===== src/rtl/card_dealer.sv =====
// Deal stage after the deck shuffler: buffers one serially loaded deck, checks it
// for duplicate/out-of-range codes, then hands cards out over valid/ready.
module card_dealer #(
    parameter int DECK_SIZE = 52,
    parameter int CARD_W    = 6,
    parameter int CNT_W     = 6
) (
    input  logic              clk,
    input  logic              rst_n,
    input  logic              flush,
    input  logic              load_valid,
    input  logic [CARD_W-1:0] load_card,
    output logic              load_ready,
    output logic              deal_valid,
    output logic [CARD_W-1:0] deal_card,
    input  logic              deal_ready,
    output logic [CNT_W-1:0]  cards_left,
    output logic              deck_loaded,
    output logic              load_error,
    output logic              reshuffle_req
);

    typedef enum logic [0:0] {
        LOAD = 1'b0,
        DEAL = 1'b1
    } state_t;

    // The bitmap spans every encodable code so any load_card indexes it safely.
    localparam int SEEN_W = 1 << CARD_W;
    localparam logic [CNT_W-1:0] LAST_IDX = CNT_W'(DECK_SIZE - 1);
    localparam logic [CNT_W-1:0] FULL_CNT = CNT_W'(DECK_SIZE);
    localparam logic [CNT_W-1:0] ONE_CNT  = {{(CNT_W-1){1'b0}}, 1'b1};

    state_t              state_r, state_nxt_s;
    logic [CNT_W-1:0]    wr_ptr_r, wr_ptr_nxt_s;
    logic [CNT_W-1:0]    rd_ptr_r, rd_ptr_nxt_s;
    logic [CNT_W-1:0]    cards_left_r, cards_left_nxt_s;
    logic [SEEN_W-1:0]   seen_r, seen_nxt_s;
    logic                load_error_r, load_error_nxt_s;
    logic                reshuffle_r, reshuffle_nxt_s;
    logic [CARD_W-1:0]   mem_r [DECK_SIZE];

    logic                load_acc_s;
    logic                deal_acc_s;
    logic                deal_valid_s;
    logic                in_range_s;
    logic [SEEN_W-1:0]   card_onehot_s;

    assign deal_valid_s  = (state_r == DEAL) && (cards_left_r != {CNT_W{1'b0}});
    assign load_acc_s    = load_valid && (state_r == LOAD);
    assign deal_acc_s    = deal_valid_s && deal_ready;
    assign in_range_s    = (32'(load_card) < DECK_SIZE);
    assign card_onehot_s = {{(SEEN_W-1){1'b0}}, 1'b1} << load_card;

    assign load_ready    = (state_r == LOAD);
    assign deck_loaded   = (state_r == DEAL);
    assign deal_valid    = deal_valid_s;
    assign deal_card     = deal_valid_s ? mem_r[rd_ptr_r] : {CARD_W{1'b0}};
    assign cards_left    = cards_left_r;
    assign load_error    = load_error_r;
    assign reshuffle_req = reshuffle_r;

    // Next-state and counter update; flush overrides any accept in the same cycle.
    always_comb begin
        state_nxt_s      = state_r;
        wr_ptr_nxt_s     = wr_ptr_r;
        rd_ptr_nxt_s     = rd_ptr_r;
        cards_left_nxt_s = cards_left_r;
        seen_nxt_s       = seen_r;
        load_error_nxt_s = load_error_r;
        reshuffle_nxt_s  = 1'b0;
        if (flush) begin
            state_nxt_s      = LOAD;
            wr_ptr_nxt_s     = {CNT_W{1'b0}};
            rd_ptr_nxt_s     = {CNT_W{1'b0}};
            cards_left_nxt_s = {CNT_W{1'b0}};
            seen_nxt_s       = {SEEN_W{1'b0}};
            load_error_nxt_s = 1'b0;
        end else begin
            case (state_r)
                LOAD: begin
                    if (load_acc_s) begin
                        if (!in_range_s || ((seen_r & card_onehot_s) != {SEEN_W{1'b0}})) begin
                            load_error_nxt_s = 1'b1;
                        end else begin
                            load_error_nxt_s = load_error_r;
                        end
                        if (in_range_s) begin
                            seen_nxt_s = seen_r | card_onehot_s;
                        end else begin
                            seen_nxt_s = seen_r;
                        end
                        if (wr_ptr_r == LAST_IDX) begin
                            state_nxt_s      = DEAL;
                            wr_ptr_nxt_s     = {CNT_W{1'b0}};
                            rd_ptr_nxt_s     = {CNT_W{1'b0}};
                            cards_left_nxt_s = FULL_CNT;
                        end else begin
                            wr_ptr_nxt_s = wr_ptr_r + ONE_CNT;
                        end
                    end else begin
                        wr_ptr_nxt_s = wr_ptr_r;
                    end
                end
                DEAL: begin
                    if (deal_acc_s) begin
                        if (cards_left_r == ONE_CNT) begin
                            // Last card: rd_ptr returns to 0 so it never passes DECK_SIZE-1.
                            state_nxt_s      = LOAD;
                            rd_ptr_nxt_s     = {CNT_W{1'b0}};
                            cards_left_nxt_s = {CNT_W{1'b0}};
                            seen_nxt_s       = {SEEN_W{1'b0}};
                            reshuffle_nxt_s  = 1'b1;
                        end else begin
                            rd_ptr_nxt_s     = rd_ptr_r + ONE_CNT;
                            cards_left_nxt_s = cards_left_r - ONE_CNT;
                        end
                    end else begin
                        rd_ptr_nxt_s = rd_ptr_r;
                    end
                end
                default: begin
                    state_nxt_s = LOAD;
                end
            endcase
        end
    end

    // Control state registers.
    always_ff @(posedge clk or negedge rst_n) begin
        if (!rst_n) begin
            state_r      <= LOAD;
            wr_ptr_r     <= {CNT_W{1'b0}};
            rd_ptr_r     <= {CNT_W{1'b0}};
            cards_left_r <= {CNT_W{1'b0}};
            seen_r       <= {SEEN_W{1'b0}};
            load_error_r <= 1'b0;
            reshuffle_r  <= 1'b0;
        end else begin
            state_r      <= state_nxt_s;
            wr_ptr_r     <= wr_ptr_nxt_s;
            rd_ptr_r     <= rd_ptr_nxt_s;
            cards_left_r <= cards_left_nxt_s;
            seen_r       <= seen_nxt_s;
            load_error_r <= load_error_nxt_s;
            reshuffle_r  <= reshuffle_nxt_s;
        end
    end

    // Deck buffer; contents are meaningless until a full deck has been written.
    always_ff @(posedge clk) begin
        if (load_acc_s && !flush) begin
            mem_r[wr_ptr_r] <= load_card;
        end else begin
            mem_r[wr_ptr_r] <= mem_r[wr_ptr_r];
        end
    end

endmodule


===== config.mk =====
export PLATFORM = sky130hd
export DESIGN_NAME = card_dealer
export DESIGN_NICKNAME = d
export VERILOG_FILES = /design/src/rtl/card_dealer.sv
export SDC_FILE = /design/constraint.sdc
export NUM_CORES = 1
export LEC_CHECK = 0
export ABC_AREA = 1
export BUFFER_PORTS_ARGS = -buffer_cell sky130_fd_sc_hd__buf_2
export CAP_MARGIN = 10
export CELL_PAD_IN_SITES_DETAIL_PLACEMENT = 1
export CELL_PAD_IN_SITES_GLOBAL_PLACEMENT = 1
export CORE_ASPECT_RATIO = 0.6
export CORE_MARGIN = 8
export CORE_UTILIZATION = 46
export CTS_CLUSTER_DIAMETER = 150
export DETAILED_ROUTE_END_ITERATION = 10
export PLACE_DENSITY_LB_ADDON = 0.05
export SETUP_SLACK_MARGIN = 0.5
export SLEW_MARGIN = 20
export SYNTH_ARGS = -nofsm -noshare
export SYNTH_HDL_FRONTEND = slang
export SYNTH_SLANG_ARGS = --single-unit

===== constraint.sdc =====
create_clock -name clk -period 1.9 [get_ports clk]
set_input_delay 0 -clock clk [delete_from_list [all_inputs] [get_ports clk]]
set_output_delay 0 -clock clk [all_outputs]
set_load 0.02 [all_outputs]

==> flow_summary.yaml, run 1 <==
setup_path:
  crit_fanout: 19
  cp.depth: 10
  crit_path_frequent_cell: "nand3_1"
  cp_top_family: "compound AO/OA/AOI/OAI gates"
  startpoint_type: "flip-flop"
  rr_endpoint: "rd_ptr_r[3]"
  ff2ff_path_depth: 9
  r2r_start: "wr_ptr_r[0]"
  endpoint_kind: "primary output"
  slowest_delay_ns: 0.54
  critPathSlowestCell: "dfrtp_4"
  crit_chain: "buf_12 -> buf_16 -> buf_4 -> o21ai_0 -> o211ai_1 -> nand3_1 -> nand3_1 -> nand3_2 -> a21oi_2 -> buf_6"
  critPathRequiredTime_ns: 1.90
  critPathArrivalTime_ns: 2.87
  criticalPathCategory: "reg2out"
  r2r_setup_slack_ns: -0.18
  critPathBufInv: 4
floorplan:
  die_x_um: 265.5
  dieArea_um2: 43990
  io_pins: 28
  rows: 54
  start_util: 0.4699
  die_h_um: 165.7
  core_um2: 36550
cts:
  root_buffer: "clkbuf_16"
  clk_pin_slew_ns: 0.07
  cts_buffer_depth: 3
  cts_tree: "done"
  clock_latency_ns: 0.54
  cts.sinks: 397
  cts_made_buffers: 39
  htree_levels: 2
synth:
  yosys.area_share.xor_xnor: 0.003569
  synth_fa_ha_area_frac: 0.002914
  ys.flop_type: "edfxtp_1"
  yosysTopAreaCell: "edfxtp_1"
  syn_nets: 1634
  synth_compound_area_frac: 0.1041
  netlist_top_cells_area: "edfxtp_1, dfrtp_1, nor2_1"
  synth-edff-count: 312
  ys_warn_count: 0
  yosys.area.top_type_share: 0.5454
  yosys.area_share.simple: 0.1680
  yosysSeqAreaShare: 0.6692
  synth_top_family_by_area: "simple AND/OR/NAND/NOR gates"
  synth_area_um2: 17180
  syn_area_per_cell_um2: 10.61
  async_reset_ff_frac: 0.2141
  synth.mux.area_fraction: 0
  yosysUniqueCellTypes: 37
  syn_inst: 1619
  synth-seq-cells: 397
final_layout:
  postLayoutCoreUtil: 0.6464
  nets: 1881
  drive_gt1_frac: 0.3295
  area_growth_syn_to_layout_pct: 37.54
sta:
  fmax_mhz: 348.0
  tns_ns: -12.68
  fin_skew_ns: 0.01911
  min_period_ns: 2.873
  slew_headroom: 0.5494
  setup_viol: 86
  drv_slew: 0
  hold_ws_ns: 0.03658
  rsz0062_at_grt: "true"
  fin_ws_ns: -0.9734
  finalCritPeriodShare: 1.512
  finalHoldViolCount: 0
  worst_pin_slew_ns: 0.6752
routing:
  firstDrtPassIters: 8
  num_vias: 14600
  drt_wl_total_mm: 68.03
  drt-wirelength-per-cell_um: 28.36
  via_per_inst: 6.086
  drt_iter0_markers: 1911
  drc: 0
  final_antenna_net_count: 0
global_routing:
  grt_pass1_vias: 14470
  antenna_found_initial: 4
  grt_use_total: 0.2815
  overflow: 0
  grt_pass1_wl_mm: 94.22
  grt_max_degree: 53
worst_hold_path:
  min_from: "load_card[3]"
  whs_path_depth: 2
  hp-class: "in2reg"
  holdPathEnd: "mem_r[16][3]"
placed_design:
  gp_congestion: 0.8860
  dp_hpwl_mm: 38.85
  port_buffers: 27
status:
  violations: "negative setup slack"
  outcome: "finished with violations"
power_and_ir_drop:
  power.leakage_nw: 8.727
  p_total_mw: 24.08
  ir_worst_vdd_uv: 943.1
  power.density_nw_per_um2: 1019
run:
  cap_violations: 0
==> cell families after synthesis <==
family,after synthesis
fa+ha+maj,4
xor+xnor,7
flops,397
simple gates,685
compound gates,321
buf+inv,205
==> state kept, by name, indices dropped and copies added (netlist names) <==
register,count
rd_ptr_r,6
deck_loaded,1
wr_ptr_r,6
reshuffle_req,1
load_error,1
cards_left,6
mem_r,312
seen_r,64
==> metal layers <==
metal / up-vias / part of all wire / GRT usage
li1: 6177 / - / -
met1: 7429 / 0.44 / 0.4259
met2: 829 / 0.44 / 0.4034
met3: 163 / 0.098 / 0.07010
met4: 2 / 0.029 / 0.06249
met5: - / 0.00019 / 0
==> worst max path at each step <==
stage                         to     startpoint  slack (ns)
floorplan             seen_r[48]  cards_left[0]        0.02
global placement     rd_ptr_r[1]  cards_left[0]       -0.31
detailed placement  deal_card[1]    rd_ptr_r[0]       -0.34
CTS                 deal_card[1]    rd_ptr_r[0]       -0.75
global route        deal_card[4]    rd_ptr_r[0]        -1.0
finish              deal_card[4]    rd_ptr_r[0]       -0.97
==> synth_stat cells, types with 2 or more instances <==
cell	instances
nor2_1	316
edfxtp_1	312
nand2_1	190
o21ai_0	158
inv_1	106
nand3_1	100
dfrtp_1	85
a21oi_1	71
buf_2	43
o22ai_1	41
o211ai_1	34
nor3_1	33
clkbuf_1	31
nand4_1	31
o221ai_1	8
buf_4	7
buf_6	6
inv_2	6
xor2_1	6
buf_1	4
ha_1	4
nand2_2	4
nor2_2	4
o21ai_1	4
nand2_4	2
o311ai_0	2
==> what timing repair did <==
action                                  CTS  global route
pin swaps                                62            80
gates resized for setup                 298           170
hold buffers                              9             0
endpoints found under the hold margin    91             0
cloned                                   16             3
endpoints found under the setup margin  402           405
buffers inserted                         41            23
==> power by group <==
| part | internal (mW) | switching, mW | total (mW) | leakage, nW |
|---|---|---|---|---|
| Clock | 4.59 | 3.53 | 8.13 | 0.631 |
| Sequential | 9.46 | 0.133 | 9.59 | 3.97 |
| Combinational | 2.56 | 3.80 | 6.36 | 4.12 |
==> cells in the final DEF (no fill, tap or decap), types with 34 or more instances in the layout <==
cell       count
a21oi_2       48
buf_12        40
buf_4        134
buf_6         71
clkbuf_16     43
dfrtp_1       79
edfxtp_1     312
inv_1         92
nand2_1      142
nand3_1       66
nor2_1       240
nor2_4        64
o211ai_1      34
o21ai_0      135
o22ai_1       37
==> stage by stage <==
step | std cells | cell area (um^2) | setup slack [ns]
final | 2399 | 23630 | -0.9734
after detailed placement | 2237 | 19360 | -0.3413
after global placement | 2237 | 19360 | -0.3056
after floorplan | 1619 | 17400 | 0.02134
after CTS | 2372 | 22710 | -0.7498
after global routing | 2399 | 23630 | -0.9995
==> final cells by class <==
type	instances	area (um^2)
Multi-Input combinational cell	1018	6376
Inverter	113	457.9
Antenna cell	1	2.502
Timing Repair Buffer	297	3369
Fill cell	3611	12930
Clock inverter	21	201.4
Sequential cell	397	11510
Tap cell	504	630.6
Clock buffer	48	1082
(Power assumes the default switching activity.)
==> run 2: changes to the inputs <==
Settings changed: CORE_MARGIN 8 to 2, CTS_CLUSTER_DIAMETER 150 to unset.
==> flow_summary.yaml, run 2 (synthesized netlist as in run 1, its figures left out) <==
status:
  outcome: "finished with violations"
  violations: "negative hold slack, negative setup slack"
routing:
  via_per_inst: 6.072
  num_vias: 14640
  drt_iter0_markers: 1748
  drt-wirelength-per-cell_um: 28.86
  final_antenna_net_count: 0
  drt_wl_total_mm: 69.58
  drc: 0
  firstDrtPassIters: 5
global_routing:
  grt_pass1_wl_mm: 95.30
  overflow: 0
  antenna_found_initial: 2
  grt_pass1_vias: 14870
  grt_max_degree: 53
  grt_use_total: 0.3322
power_and_ir_drop:
  p_total_mw: 24.03
  power.leakage_nw: 8.866
  power.density_nw_per_um2: 1005
  ir_worst_vdd_uv: 852.3
cts:
  clk_pin_slew_ns: 0.07
  root_buffer: "clkbuf_16"
  cts-hold-fix-buffers: 8
  cts_made_buffers: 38
  cts.sinks: 397
  cts_buffer_depth: 3
  htree_levels: 2
  cts_tree: "done"
  clock_latency_ns: 0.55
setup_path:
  critPathSlowestCell: "dfrtp_4"
  ff2ff_path_depth: 10
  critPathBufInv: 3
  cp_top_family: "compound AO/OA/AOI/OAI gates"
  critPathRequiredTime_ns: 1.90
  cp.depth: 9
  endpoint_kind: "primary output"
  crit_fanout: 8
  crit_chain: "buf_12 -> buf_8 -> nor2_1 -> o22ai_1 -> o211ai_1 -> nand2_1 -> nand3_2 -> a21oi_4 -> buf_6"
  criticalPathCategory: "reg2out"
  startpoint_type: "flip-flop"
  critPathArrivalTime_ns: 2.83
  slowest_delay_ns: 0.60
floorplan:
  die_h_um: 153.7
  start_util: 0.4699
  rows: 54
  die_x_um: 253.5
  io_pins: 28
  core_um2: 36550
  dieArea_um2: 38960
sta:
  drv_slew: 0
  rsz0062_at_grt: "true"
  slew_headroom: 0.5216
  setup_viol: 83
  fin_ws_ns: -0.9321
  finalHoldViolCount: 1
  fin_skew_ns: 0.01991
  tns_ns: -16.83
  finalCritPeriodShare: 1.491
  worst_pin_slew_ns: 0.7144
  hold_ws_ns: -0.03908
  fmax_mhz: 353.1
  min_period_ns: 2.832
final_layout:
  largest-register: "mem_r"
  postLayoutCoreUtil: 0.6543
  final_cell_mix: "edfxtp_1, nor2_1, buf_4, nand2_1, o21ai_0"
  fillers: 3620
  top_regs: "mem_r: 312 flops, seen_r: 64 flops"
  fin_cells: 2411
  largest_reg_flops: 312
  area_growth_syn_to_layout_pct: 39.24
  antennaDiodeCount: 0
  final_common_cell: "edfxtp_1"
  drive_gt1_frac: 0.3487
  nets: 1894
placed_design:
  placed_cells: 2258
  dp_hpwl_mm: 38.40
  port_buffers: 27
  gp_congestion: 0.9021
run:
  cap_violations: 0
worst_hold_path:
  whs_path_depth: 4
  hp-class: "in2reg"
run 2: cell types whose count changed in the layout (fill, tap and decap cells not counted), sizes merged:
| cell | change |
|---|---|
| buf | +16 |
| clkinv | -5 |
| bufinv | +3 |
| clkbuf | +1 |
| diode | -1 |
| dlygate4sd3 | -1 |
| inv | -1 |
run 2: path summary, 6_finish.rpt:
kind	from	to	slack, ns
max reg2reg	cards_left[3]	seen_r[35]	-0.27
min	load_valid	deck_loaded	-0.04
min reg2reg	seen_r[54]	seen_r[54]	0.53
max	rd_ptr_r[0]	deal_card[4]	-0.93
max in group asynchronous	rst_n	rd_ptr_r[0]	0.78
min in group asynchronous	rst_n	seen_r[48]	0.49
run 2: layer usage:
layer,vias up,global-route usage,wire length (um)
met5,-,0.01491,19
met4,2,0.1020,2328
met3,182,0.09226,6770
met2,795,0.4831,31170
met1,7458,0.4835,29290
li1,6203,-,-
run 2: timing repair:
item	in CTS	in global routing
cloned	12	1
resized for setup	352	187
hold endpoints to repair	90	1
buffers inserted	41	23
pin swaps	89	90
endpoints found under the setup margin	403	403
run 2: per-stage QoR:
step           worst slack, ns  area, um^2
2_1_floorplan          0.02134       17400
3_3_place_gp           -0.2863       19530
3_5_place_dp           -0.3426       19530
4_1_cts                -0.7824       22900
5_1_grt                 -1.007       23920
6_report               -0.9321       23920
run 2: where the power goes:
| part | internal, mW | switching, mW |
|---|---|---|
| logic | 2.44 | 3.69 |
| clock network | 4.74 | 3.56 |
| registers | 9.46 | 0.133 |
| total | 16.6 | 7.38 |
run 2: worst min-delay path: cells and delay by family:
| family | cells | cell delay [ns] |
|---|---|---|
| and+or+nand+nor | 1 | 0.09 |
| AOI/OAI and AO/OA | 1 | 0.10 |
| buffers and inverters | 2 | 0.27 |
run 2: cell type report:
class	instances	area (um^2)	share of cell area
clock inverter	18	267.8	0.01119
sequential	397	11510	0.4811
multi-input combinational	1018	6613	0.2765
clock buffer	50	1017	0.04253
tap	504	630.6	0.02637
timing repair buffer	311	3412	0.1427
inverter	113	471.7	0.01972
==> run 3: changes to the inputs <==
--- a/config.mk
+++ b/config.mk
@@ -21,2 +21,3 @@
 export SYNTH_HDL_FRONTEND = slang
 export SYNTH_SLANG_ARGS = --single-unit
+export TNS_END_PERCENT = 1
==> constraint.sdc (replaced) <==
create_clock -name clk -period 1.9 [get_ports clk]
set_input_delay 0 -clock clk [delete_from_list [all_inputs] [get_ports clk]]
set_output_delay 0 -clock clk [all_outputs]
set_load 0.05 [all_outputs]
==> flow_summary.yaml, run 3 (synthesized netlist as in run 1, its figures left out) <==
routing:
  drt-wirelength-per-cell_um: 24.64
  drt_iter0_markers: 1502
  via_per_inst: 5.756
  drc: 0
  final_antenna_net_count: 0
  num_vias: 13560
  firstDrtPassIters: 5
  drt_wl_total_mm: 58.05
final_layout:
  largest_reg_flops: 312
  final_common_cell: "edfxtp_1"
  top_regs: "mem_r: 312 flops, seen_r: 64 flops"
  area_growth_syn_to_layout_pct: 27.10
  drive_gt1_frac: 0.2377
  nets: 1837
  postLayoutCoreUtil: 0.5973
  final_cell_mix: "edfxtp_1, nor2_1, nand2_1, buf_4, o21ai_0"
  largest-register: "mem_r"
sta:
  fin_ws_ns: -0.8137
  slew_headroom: 0.5553
  min_period_ns: 2.714
  setup_viol: 19
  rsz0062_at_grt: "true"
  hold_ws_ns: -0.1273
  tns_ns: -4.725
  finalCritPeriodShare: 1.428
  drv_slew: 0
  fmax_mhz: 368.5
  finalHoldViolCount: 2
  worst_pin_slew_ns: 0.6670
  fin_skew_ns: 0.02904
floorplan:
  die_h_um: 153.7
  rows: 54
  start_util: 0.4699
  io_pins: 28
  die_x_um: 253.5
  dieArea_um2: 38960
  core_um2: 36550
global_routing:
  antenna_found_initial: 0
  grt_pass1_wl_mm: 87.62
  grt_max_degree: 65
  grt_use_total: 0.3036
  grt_pass1_vias: 13820
  overflow: 0
setup_path:
  endpoint_kind: "primary output"
  criticalPathCategory: "reg2out"
  critPathArrivalTime_ns: 2.71
  cp_top_family: "buffers and inverters"
  startpoint_type: "flip-flop"
  crit_chain: "clkinv_8 -> buf_12 -> buf_16 -> nor2_2 -> o211ai_1 -> o211ai_1 -> nand2_1 -> nand3_2 -> buf_6 -> a21oi_4 -> buf_8"
  critPathBufInv: 5
  critPathRequiredTime_ns: 1.90
  crit_fanout: 16
  slowest_delay_ns: 0.56
  crit_path_frequent_cell: "o211ai_1"
  critPathSlowestCell: "dfrtp_4"
cts:
  cts_tree: "done"
  cts.sinks: 397
  cts_buffer_depth: 3
  htree_levels: 2
  cts-hold-fix-buffers: 9
  cts_made_buffers: 38
  root_buffer: "clkbuf_16"
  clock_latency_ns: 0.56
  clk_pin_slew_ns: 0.06
power_and_ir_drop:
  ir_worst_vdd_uv: 798.1
  power.leakage_nw: 7.975
  power.density_nw_per_um2: 1029
placed_design:
  port_buffers: 27
  dp_hpwl_mm: 38.47
  dp_worst_setup_slack_ns: -0.2943
  gp_congestion: 0.8548
status:
  outcome: "finished with violations"
  violations: "negative hold slack, negative setup slack"
worst_hold_path:
  hp-class: "in2reg"
run:
  cap_violations: 0
run 3: cell types whose count changed in the layout (fill, tap and decap cells not counted), moves of 34 or more:
cell     delta
buf_6      -53
a21oi_1    +47
a21oi_2    -39
nor2_4     -38
nand2_1    +36
nor2_1     +34
run 3: cell type report:
cell class | instances | area (um^2)
Clock buffer | 55 | 1035
Multi-Input combinational cell | 1017 | 5465
Sequential cell | 397 | 11510
Tap cell | 504 | 630.6
Fill cell | 3820 | 14720
Timing Repair Buffer | 255 | 2645
Antenna cell | 1 | 2.502
Clock inverter | 14 | 82.58
Inverter | 113 | 461.7
run 3: power by group:
group          switching (mW)  internal [mW]
combinational            3.35           2.37
clock                    3.37           3.81
sequential              0.108           9.46
run 3: final timing paths:
kind                       slack [ns]           end  cells after the start        start
max                             -0.81  deal_card[1]                     11  rd_ptr_r[0]
min                             -0.13   deck_loaded                      3   load_valid
max reg2reg                     -0.05  mem_r[39][3]                      7  deck_loaded
min reg2reg                      0.49    seen_r[52]                      2   seen_r[52]
max in group asynchronous        0.77   wr_ptr_r[2]                      4        rst_n
min in group asynchronous        0.47    seen_r[46]                      3        rst_n
run 3: what timing repair did:
| action | 4_1_cts | 5_1_grt |
|---|---|---|
| cloned | 9 | 1 |
| endpoints found under the hold margin | 97 | 1 |
| setup buffers | 8 | 3 |
| pin swaps | 75 | 64 |
| gates resized for setup | 127 | 72 |
| endpoints found under the setup margin | 400 | 405 |
run 3: tightest hold or removal path: cells and delay by family:
kind	cells	cell delay, ns
AND/OR/NAND/NOR	1	0.09
AO/OA/AOI/OAI	1	0.12
buffers and inverters	1	0.14
run 3: per-layer routing:
layer / routed length [um] / GRT usage / part of all wire
met1: 27560 / 0.4762 / 0.47
met2: 24680 / 0.4359 / 0.43
met3: 4850 / 0.06196 / 0.084
met4: 969 / 0.06002 / 0.017
met5: 0 / 0 / 0
run 3: per-stage QoR:
step | hold slack (ns) | std cells | total power [mW] | cell area [um^2]
after floorplan | -0.2956 | 1619 | 12.09 | 17390
after global placement | -0.04340 | 2256 | 13.90 | 19470
after detailed placement | -0.04275 | 2256 | 14.02 | 19470
after CTS | -0.1170 | 2351 | 22.22 | 21520
after global routing | -0.07371 | 2355 | 23.20 | 21830
final | -0.1273 | 2356 | 22.47 | 21830
